===== config.mk =====
export PLATFORM = sky130hd
export DESIGN_NAME = hdmi_clk_ctrl
export DESIGN_NICKNAME = d
export VERILOG_FILES = /design/src/rtl/hdmi_clk_pkg.sv /design/src/rtl/sync_2ff.sv /design/src/rtl/hdmi_clk_ctrl.sv
export SDC_FILE = /design/constraint.sdc
export NUM_CORES = 1
export LEC_CHECK = 0
export ABC_AREA = 1
export CAP_MARGIN = 0
export CORE_MARGIN = 8
export CORE_UTILIZATION = 30
export DETAILED_ROUTE_END_ITERATION = 12
export GPL_ROUTABILITY_DRIVEN = 0
export GPL_TIMING_DRIVEN = 1
export PLACE_DENSITY = 0.51
export SLEW_MARGIN = 20
export SYNTH_ARGS = -nofsm -noshare
export SYNTH_HDL_FRONTEND = slang
export SYNTH_SLANG_ARGS = --single-unit

===== constraint.sdc =====
create_clock -name clk_in -period 6 [get_ports clk_in]
set_input_delay 0.6 -clock clk_in [delete_from_list [all_inputs] [get_ports clk_in]]
set_output_delay 0.6 -clock clk_in [all_outputs]
set_load 0.01 [all_outputs]

===== src/rtl/hdmi_clk_pkg.sv =====
// hdmi_clk_ctrl shared types: sequencer states, output bundle and defaults.
// Output levels are a pure function of the state so they can be registered.
package hdmi_clk_pkg;

    localparam int PLL_RST_CYCLES_DEF      = 32;
    localparam int LOCK_STABLE_CYCLES_DEF  = 1024;
    localparam int LOCK_TIMEOUT_CYCLES_DEF = 65536;
    localparam int DIV_SETTLE_CYCLES_DEF   = 16;
    localparam int MAX_RETRIES_DEF         = 3;

    typedef enum logic [2:0] {
        ST_PLL_RST,
        ST_WAIT_LOCK,
        ST_DIV_SETTLE,
        ST_RUN,
        ST_FAULT
    } state_e;

    typedef struct packed {
        logic pll_rst;
        logic div_rst;
        logic video_rst;
        logic ready;
        logic fault;
    } outs_t;

    function automatic int max_of(int a, int b);
        return (a > b) ? a : b;
    endfunction

    function automatic outs_t decode(state_e s);
        outs_t o;
        o = '{pll_rst: 1'b1, div_rst: 1'b1, video_rst: 1'b1,
              ready: 1'b0, fault: 1'b0};
        unique case (s)
            ST_PLL_RST:    ;
            ST_WAIT_LOCK:  o.pll_rst = 1'b0;
            ST_DIV_SETTLE: begin
                o.pll_rst = 1'b0;
                o.div_rst = 1'b0;
            end
            ST_RUN: begin
                o.pll_rst   = 1'b0;
                o.div_rst   = 1'b0;
                o.video_rst = 1'b0;
                o.ready     = 1'b1;
            end
            ST_FAULT:      o.fault = 1'b1;
            default:       ;
        endcase
        return o;
    endfunction

endpackage


===== src/rtl/sync_2ff.sv =====
// Two-flop synchronizer for a level crossing into clk_i.
// Both stages clear on the synchronous reset.
module sync_2ff (
    input  logic clk_i,
    input  logic rst_i,
    input  logic d_i,
    output logic q_o
);

    logic meta_q;
    logic sync_q;

    always_ff @(posedge clk_i) begin
        if (rst_i) begin
            meta_q <= 1'b0;
            sync_q <= 1'b0;
        end else begin
            meta_q <= d_i;
            sync_q <= meta_q;
        end
    end

    assign q_o = sync_q;

endmodule


===== src/rtl/hdmi_clk_ctrl.sv =====
// HDMI clocking power-up/recovery sequencer: orders PLL, divider and video
// resets, retries lock timeouts and latches a fault after repeated failures.
module hdmi_clk_ctrl
    import hdmi_clk_pkg::*;
#(
    parameter int PLL_RST_CYCLES      = PLL_RST_CYCLES_DEF,
    parameter int LOCK_STABLE_CYCLES  = LOCK_STABLE_CYCLES_DEF,
    parameter int LOCK_TIMEOUT_CYCLES = LOCK_TIMEOUT_CYCLES_DEF,
    parameter int DIV_SETTLE_CYCLES   = DIV_SETTLE_CYCLES_DEF,
    parameter int MAX_RETRIES         = MAX_RETRIES_DEF
) (
    input  logic       clk_in,
    input  logic       rst,
    input  logic       restart,
    input  logic       locked,
    output logic       pll_rst,
    output logic       div_rst,
    output logic       video_rst,
    output logic       ready,
    output logic       fault,
    output logic [1:0] retries,
    output logic [7:0] lock_losses
);

    localparam int CW = $clog2(max_of(
        max_of(PLL_RST_CYCLES, LOCK_STABLE_CYCLES),
        max_of(LOCK_TIMEOUT_CYCLES, DIV_SETTLE_CYCLES))) + 1;

    localparam logic [CW-1:0] ONE      = CW'(1);
    localparam logic [CW-1:0] CNT_MAX  = '1;
    localparam logic [CW-1:0] PRC_LAST = CW'(PLL_RST_CYCLES - 1);
    localparam logic [CW-1:0] STB_LAST = CW'(LOCK_STABLE_CYCLES - 1);
    localparam logic [CW-1:0] TO_LAST  = CW'(LOCK_TIMEOUT_CYCLES - 1);
    localparam logic [CW-1:0] DS_LAST  = CW'(DIV_SETTLE_CYCLES - 1);
    localparam logic [1:0]    MAXR     = 2'(MAX_RETRIES);

    state_e          state_q, state_d;
    logic [CW-1:0]   cnt_q, cnt_d;
    logic [CW-1:0]   stab_q, stab_d;
    logic [1:0]      retries_q, retries_d;
    logic [7:0]      losses_q, losses_d;
    outs_t           outs_q;
    logic            locked_s;
    logic            lock_loss;
    logic            enter;

    sync_2ff u_lock_sync (
        .clk_i (clk_in),
        .rst_i (rst),
        .d_i   (locked),
        .q_o   (locked_s)
    );

    always_comb begin
        state_d   = state_q;
        retries_d = retries_q;
        losses_d  = losses_q;
        enter     = 1'b0;
        lock_loss = !locked_s &&
                    (state_q == ST_DIV_SETTLE || state_q == ST_RUN);
        if (restart) begin
            state_d   = ST_PLL_RST;
            retries_d = '0;
            enter     = 1'b1;
        end else if (lock_loss) begin
            state_d   = ST_PLL_RST;
            retries_d = '0;
            enter     = 1'b1;
            if (losses_q != 8'hFF) losses_d = losses_q + 8'd1;
        end else begin
            unique case (state_q)
                ST_PLL_RST: begin
                    if (cnt_q == PRC_LAST) begin
                        state_d = ST_WAIT_LOCK;
                        enter   = 1'b1;
                    end
                end
                ST_WAIT_LOCK: begin
                    // stable completion beats a coincident timeout
                    if (locked_s && stab_q == STB_LAST) begin
                        state_d = ST_DIV_SETTLE;
                        enter   = 1'b1;
                    end else if (cnt_q == TO_LAST) begin
                        enter = 1'b1;
                        if (retries_q == MAXR) begin
                            state_d = ST_FAULT;
                        end else begin
                            state_d   = ST_PLL_RST;
                            retries_d = retries_q + 2'd1;
                        end
                    end
                end
                ST_DIV_SETTLE: begin
                    if (cnt_q == DS_LAST) begin
                        state_d = ST_RUN;
                        enter   = 1'b1;
                    end
                end
                ST_RUN, ST_FAULT: ;
                default: begin
                    state_d = ST_PLL_RST;
                    enter   = 1'b1;
                end
            endcase
        end
        if (enter) cnt_d = '0;
        else if (cnt_q == CNT_MAX) cnt_d = cnt_q;
        else cnt_d = cnt_q + ONE;
        stab_d = (!enter && state_q == ST_WAIT_LOCK && locked_s) ?
                 stab_q + ONE : '0;
    end

    always_ff @(posedge clk_in) begin
        if (rst) begin
            state_q   <= ST_PLL_RST;
            cnt_q     <= '0;
            stab_q    <= '0;
            retries_q <= '0;
            losses_q  <= '0;
            outs_q    <= decode(ST_PLL_RST);
        end else begin
            state_q   <= state_d;
            cnt_q     <= cnt_d;
            stab_q    <= stab_d;
            retries_q <= retries_d;
            losses_q  <= losses_d;
            outs_q    <= decode(state_d);
        end
    end

    assign pll_rst     = outs_q.pll_rst;
    assign div_rst     = outs_q.div_rst;
    assign video_rst   = outs_q.video_rst;
    assign ready       = outs_q.ready;
    assign fault       = outs_q.fault;
    assign retries     = retries_q;
    assign lock_losses = losses_q;

endmodule


# Word-level counts from Yosys, hierarchy flattened
# Index checks and enable logic that the tools add are counted.
dict set report totals {
  mem_count 0
  ram_bits 0
  latch_bits 0
  word_cells 70
  regBits 54
  romBits 0
  output_inout_bits 15
  inputBits 4
}
dict set report op_classes {
  div 0
  n_reduce_logical 16
  mux 19
  shifts 0
  bitwise_logic 4
  eq_ne 15
  multipliers 0
  addsub 4
  magnitude_cmp 0
}
# operator n
set ops {}
lappend ops {{adder 17 x 1 -> 17 bit, second input constant} 2}
lappend ops {{2-to-1 mux 3 bit} 7}
lappend ops {{== test 17 x 10 -> 1 bit, second input constant} 1}
lappend ops {{== test 17 x 16 -> 1 bit, second input constant} 1}
lappend ops {{== test 17 bit, second input constant} 1}
lappend ops {{== test 17 x 4 -> 1 bit, second input constant} 1}
lappend ops {{== test 17 x 5 -> 1 bit, second input constant} 1}
lappend ops {{== test 3 x 2 -> 1 bit, second input constant} 4}
lappend ops {{one-hot mux 3 bit (4 select lines)} 1}
lappend ops {{2-to-1 mux 1 bit} 9}
lappend ops {{adder 8 x 1 -> 8 bit, second input constant} 1}
lappend ops {{inequality test 8 bit, second input constant} 1}
lappend ops {{OR reduction 2 bit} 4}
lappend ops {{== test 3 x 1 -> 1 bit, second input constant} 2}
lappend ops {{== test 3 bit, second input constant} 2}
lappend ops {{OR reduction 3 bit} 2}
lappend ops {{logical AND 1 bit} 4}
lappend ops {{NOT 1 bit} 4}
lappend ops {{one-hot mux 1 bit (4 select lines)} 1}
lappend ops {{AND reduction 4 bit} 1}
lappend ops {{zero test 3 bit} 1}
lappend ops {{AND reduction 3 bit} 1}
lappend ops {{adder 2 x 1 -> 2 bit, second input constant} 1}
lappend ops {{== test 2 bit, second input constant} 1}
lappend ops {{3 further kinds} 4}

# Longest topological paths before layout
dict set report logic_depth {
  depth_word 11
  depth_mapped 15
  depth_no_buf 15
}

# Cells and area by module
# Synthesis repeated with hierarchy kept, for this count alone.
dict set report hier_totals {
  hier_cells 336
  area_unflattened_um2 2528.7
}
# module area_each_um2 seq_area_each_um2 cells_each instances
set by_module_without_submodules {}
lappend by_module_without_submodules {hdmi_clk_ctrl 2473.6 1041.0 330 1}
lappend by_module_without_submodules {sync_2ff 55.1 40.0 6 1}

# Worst setup path after synthesis
# No wires, ideal clock.
dict set report synth_path {
  path_kind {reg-to-reg}
  from {reg cnt_q[6]}
  to {reg cnt_q[12]}
  stages_incl_launch_ff 16
  setup_slack_ns 3.781
  path_buffers 0
  period_less_slack_ns 2.219
  t_required_ns 5.936
  setup_ns 0.064
  t_arrival_ns 2.156
  cell_sequence {dfxtp_1 inv_1 nor3_1 nand4_1 nor4_1 ha_1 inv_1 nand2_1 nor2_1 nand2_1 inv_1 nand2_1 nor3_1 a21oi_1 inv_1 nor2_1}
}
dict set report synth_via {
  elab_chain_len 7
  word_cells_on_any_way 13
  classes_between {add/sub (1); eq/ne (4); mux (7); reduce/logical (1)}
}
# element line
set synth_lines {}
lappend synth_lines {{start, declared} hdmi_clk_ctrl.sv:38} ;# logic [CW-1:0] cnt_q, cnt_d;
lappend synth_lines {{start signal, assigned} hdmi_clk_ctrl.sv:123} ;# cnt_q <= cnt_d;
lappend synth_lines {{== test 17 x 16 -> 1 bit} hdmi_clk_ctrl.sv:83} ;# end else if (cnt_q == TO_LAST) begin
lappend synth_lines {{2-to-1 mux 1 bit} hdmi_clk_ctrl.sv:83}
lappend synth_lines {{2-to-1 mux 1 bit} hdmi_clk_ctrl.sv:80} ;# if (locked_s && stab_q == STB_LAST) begin
lappend synth_lines {{one-hot mux 1 bit (4 select lines)} hdmi_clk_ctrl.sv:71} ;# unique case (state_q)
lappend synth_lines {{2-to-1 mux 1 bit} hdmi_clk_ctrl.sv:65} ;# end else if (lock_loss) begin
lappend synth_lines {{2-to-1 mux 1 bit} hdmi_clk_ctrl.sv:61} ;# if (restart) begin
lappend synth_lines {{OR reduction 2 bit (no source line)} -}
# Parallel ways exist; a longest one is shown, timed or not.
# A chain may end at the register's enable or synchronous reset.

# Final worst setup path
# Same ends and word-level chain as after synthesis.

==> flow_summary.yaml <==
drt:
  wire_per_inst_um: 10.1
  vias: 2013
  wirelength_um: 4750
  drtIter0Drc: 96
  drc_errors: 0
  viasPerCell: 4.28
  ant_nets: 0
  drt_pass1_iterations: 4
floorplanning:
  io_pins: 19
  core-area_um2: 8260
  die_w_um: 108
  die_h_um: 108
  die-area_um2: 11800
  rows: 33
  start_util_pct: 31.0
placed_design:
  dp.final_hpwl_um: 3550
  numPortBuffers: 18
  pre_cts_ws_ps: 3430
  placed_cells: 463
sta:
  finalCritPeriodShare_pct: 42.9
  setup_violations: 0
  fmax_ghz: 0.388
  finClkSkew_ps: 8.59
  fin_setup_tns_ps: 0
  rsz0062_at_grt: "false"
  timing.hold.ws_ps: 404
  finalHoldViolCount: 0
  finalWorstSetupSlack_ps: 3420
  period_minus_slack_ps: 2580
  final_max_slew_viol_count: 0
  max_slew_margin_pct: 66.6
  worstMarginPinSlew_ps: 497
grt:
  grt_pass1_wl_um: 8190
  track_usage_pct: 8.45
  overflow: 0
  grt_start_max_net_pins: 18
  antenna_found_initial: 0
  grt_pass1_vias: 1880
synth:
  synth.net_count: 354
  synthMuxAreaShare_pct: 0
  synth_seq_cells: 54
  synth_top_family_by_area: "simple AND/OR/NAND/NOR gates"
  syn_area_um2: 2560
  synthCells: 344
  ys_warn_count: 0
  synth-xor-area-share_pct: 9.57
  yosys.area_share.simple_pct: 32.4
  synth-compound-area-share_pct: 4.59
  yosysSeqAreaShare_pct: 42.2
  avgSynthCellArea_um2: 7.45
  synthDistinctLibCells: 28
  synth_adder_area_share_pct: 2.93
setup_path:
  r2r-end: "cnt_q[12]$_SDFFE_PP0P_"
  end_kind: "flip-flop"
  r2r_start: "cnt_q[6]$_SDFFE_PP0P_"
  setup.worst_path.end: "cnt_q[12]$_SDFFE_PP0P_"
  crit_type: "reg2reg"
  worstPathArrival_ps: 2810
  worst-r2r-setup-slack_ps: 3420
  r2r.worst_path.cells: 15
  required_ps: 6240
  crit_path_start_kind: "flip-flop"
  crit_path_start: "cnt_q[6]$_SDFFE_PP0P_"
  cp_max_fo: 6
layout:
  fillCellCount: 883
  nets: 375
  layout-drive-gt1-share_pct: 6.30
  register_area_um2: 1080
  multiInputGateArea_um2: 1270
  layout_common_cells: "nor2_1 (68), nand2_1 (55), dfxtp_1 (54), inv_1 (45), xor2_1 (22)"
  final_common_cell: "nor2_1"
  stdcell_count: 470
  diodes: 0
  syn_to_final_growth_pct: 15.3
clocking:
  cts_max_level: 2
  root_buffer: "clkbuf_8"
  cts_sinks: 54
  clkTransAtPathRegs_ps: 90
  clk_latency_ps: 300
  post_cts_buffers: 0
  postCtsHoldBufs: 0
  postCtsResizedCells: 0
  tritoncts: "built"
  cts_buffer_depth: 2
  cts_buffers: 5
hold_path:
  hp-class: "reg2reg"
status:
  outcome: "completed"
power_and_ir_drop:
  vdd_ir_drop_max_mv: 0.0780
  power.total_uw: 617
  p_leak_nw: 1.12
  power_density_nw_per_um2: 209
job:
  maxCapViolCount: 0
==> metal layers <==
| metal | GRT usage (%) | vias to the layer above | share of wire, % |
|---|---|---|---|
| li1 | - | 1118 | - |
| met1 | 10.8 | 869 | 51 |
| met2 | 12.9 | 19 | 43 |
| met3 | 2.56 | 7 | 3.8 |
| met4 | 3.52 | 0 | 1.6 |
| met5 | 0 | - | 0 |
==> power by group <==
part / total (mW) / internal (mW) / switching [mW]
Combinational: 0.0113 / 0.00414 / 0.00712
Sequential: 0.360 / 0.359 / 0.000885
Clock: 0.245 / 0.134 / 0.112
==> synthesized netlist by cell type <==
master / count / share of area (%)
nor2_1: 68 / 10
nand2_1: 55 / 8.1
dfxtp_1: 54 / 42
inv_1: 45 / 6.6
xor2_1: 22 / 7.5
nand3_1: 20 / 3.9
a21oi_1: 15 / 2.9
nand4_1: 13 / 3.2
nor3_1: 9 / 1.8
ha_1: 6 / 2.9
o21ai_0: 6 / 1.2
xnor2_1: 6 / 2.0
inv_2: 4 / 0.59
nand2_4: 4 / 1.8
nor2_2: 3 / 0.73
buf_6: 2 / 0.88
buf_2: 1 / 0.20
clkbuf_1: 1 / 0.15
nand2_2: 1 / 0.24
nand3_2: 1 / 0.39
nand3_4: 1 / 0.68
nand3b_1: 1 / 0.29
nor3_4: 1 / 0.63
nor3b_1: 1 / 0.29
nor4_1: 1 / 0.24
o21a_1: 1 / 0.29
o21ai_1: 1 / 0.20
or2_2: 1 / 0.24
==> stage by stage <==
stage / area (um^2) / utilization (%)
detailed placement: 2840 / 34.4
global route: 2960 / 35.8
finish: 2960 / 35.8
global placement: 2840 / 34.4
floorplan: 2560 / -
CTS: 2960 / 35.8
==> kinds of logic (layout without fill, tap and decap cells) <==
family,after synthesis,after routing
buf+inv,53,74
xor+xnor,28,28
flops,54,54
compound gates,23,23
simple gates,180,180
fa+ha+maj,6,6
==> area by class of cell <==
cell class,count,share of cell area (%)
clock buffers,6,2.79
clock inverters,1,1.02
inverters,49,6.22
multi-input cells,237,42.9
flip-flops and latches,54,36.6
well taps,105,4.44
repair buffers,18,6.09
==> worst min-delay path by stage <==
stage               slack [ps]  cells after the start                     startpoint                         end
CTS                        410                      2  u_lock_sync.meta_q$_SDFF_PP0_  u_lock_sync.q_o$_SDFF_PP0_
detailed placement         390                      2  u_lock_sync.meta_q$_SDFF_PP0_  u_lock_sync.q_o$_SDFF_PP0_
floorplan                  390                      2  u_lock_sync.meta_q$_SDFF_PP0_  u_lock_sync.q_o$_SDFF_PP0_
global placement           390                      2  u_lock_sync.meta_q$_SDFF_PP0_  u_lock_sync.q_o$_SDFF_PP0_
finish                     400                      2  u_lock_sync.meta_q$_SDFF_PP0_  u_lock_sync.q_o$_SDFF_PP0_
global route               470                      1           stab_q[0]$_SDFF_PP0_        stab_q[0]$_SDFF_PP0_
==> critical path, cell delays in order (launching register included) <==
cell and delay [ps]:
dfxtp_1 400, inv_1 70, nor3_1 450, nand4_1 140, nor4_1 310, ha_1 310
inv_1 120, nand2_1 110, nor2_1 70, nand2_1 70, inv_1 90, nand2_1 100
nor3_1 50, a21oi_1 120, inv_1 50, nor2_1 70
==> sequential cells by signal (all words and copies together), names as in the netlist <==
register and cells:
retries 2, state_q 3, div_rst 1, u_lock_sync.q_o 1, stab_q 17, fault 1, lock_losses 8, u_lock_sync.meta_q 1
cnt_q 17, video_rst 1, pll_rst 1, ready 1
Note: power is estimated with default switching activity, not from simulation.
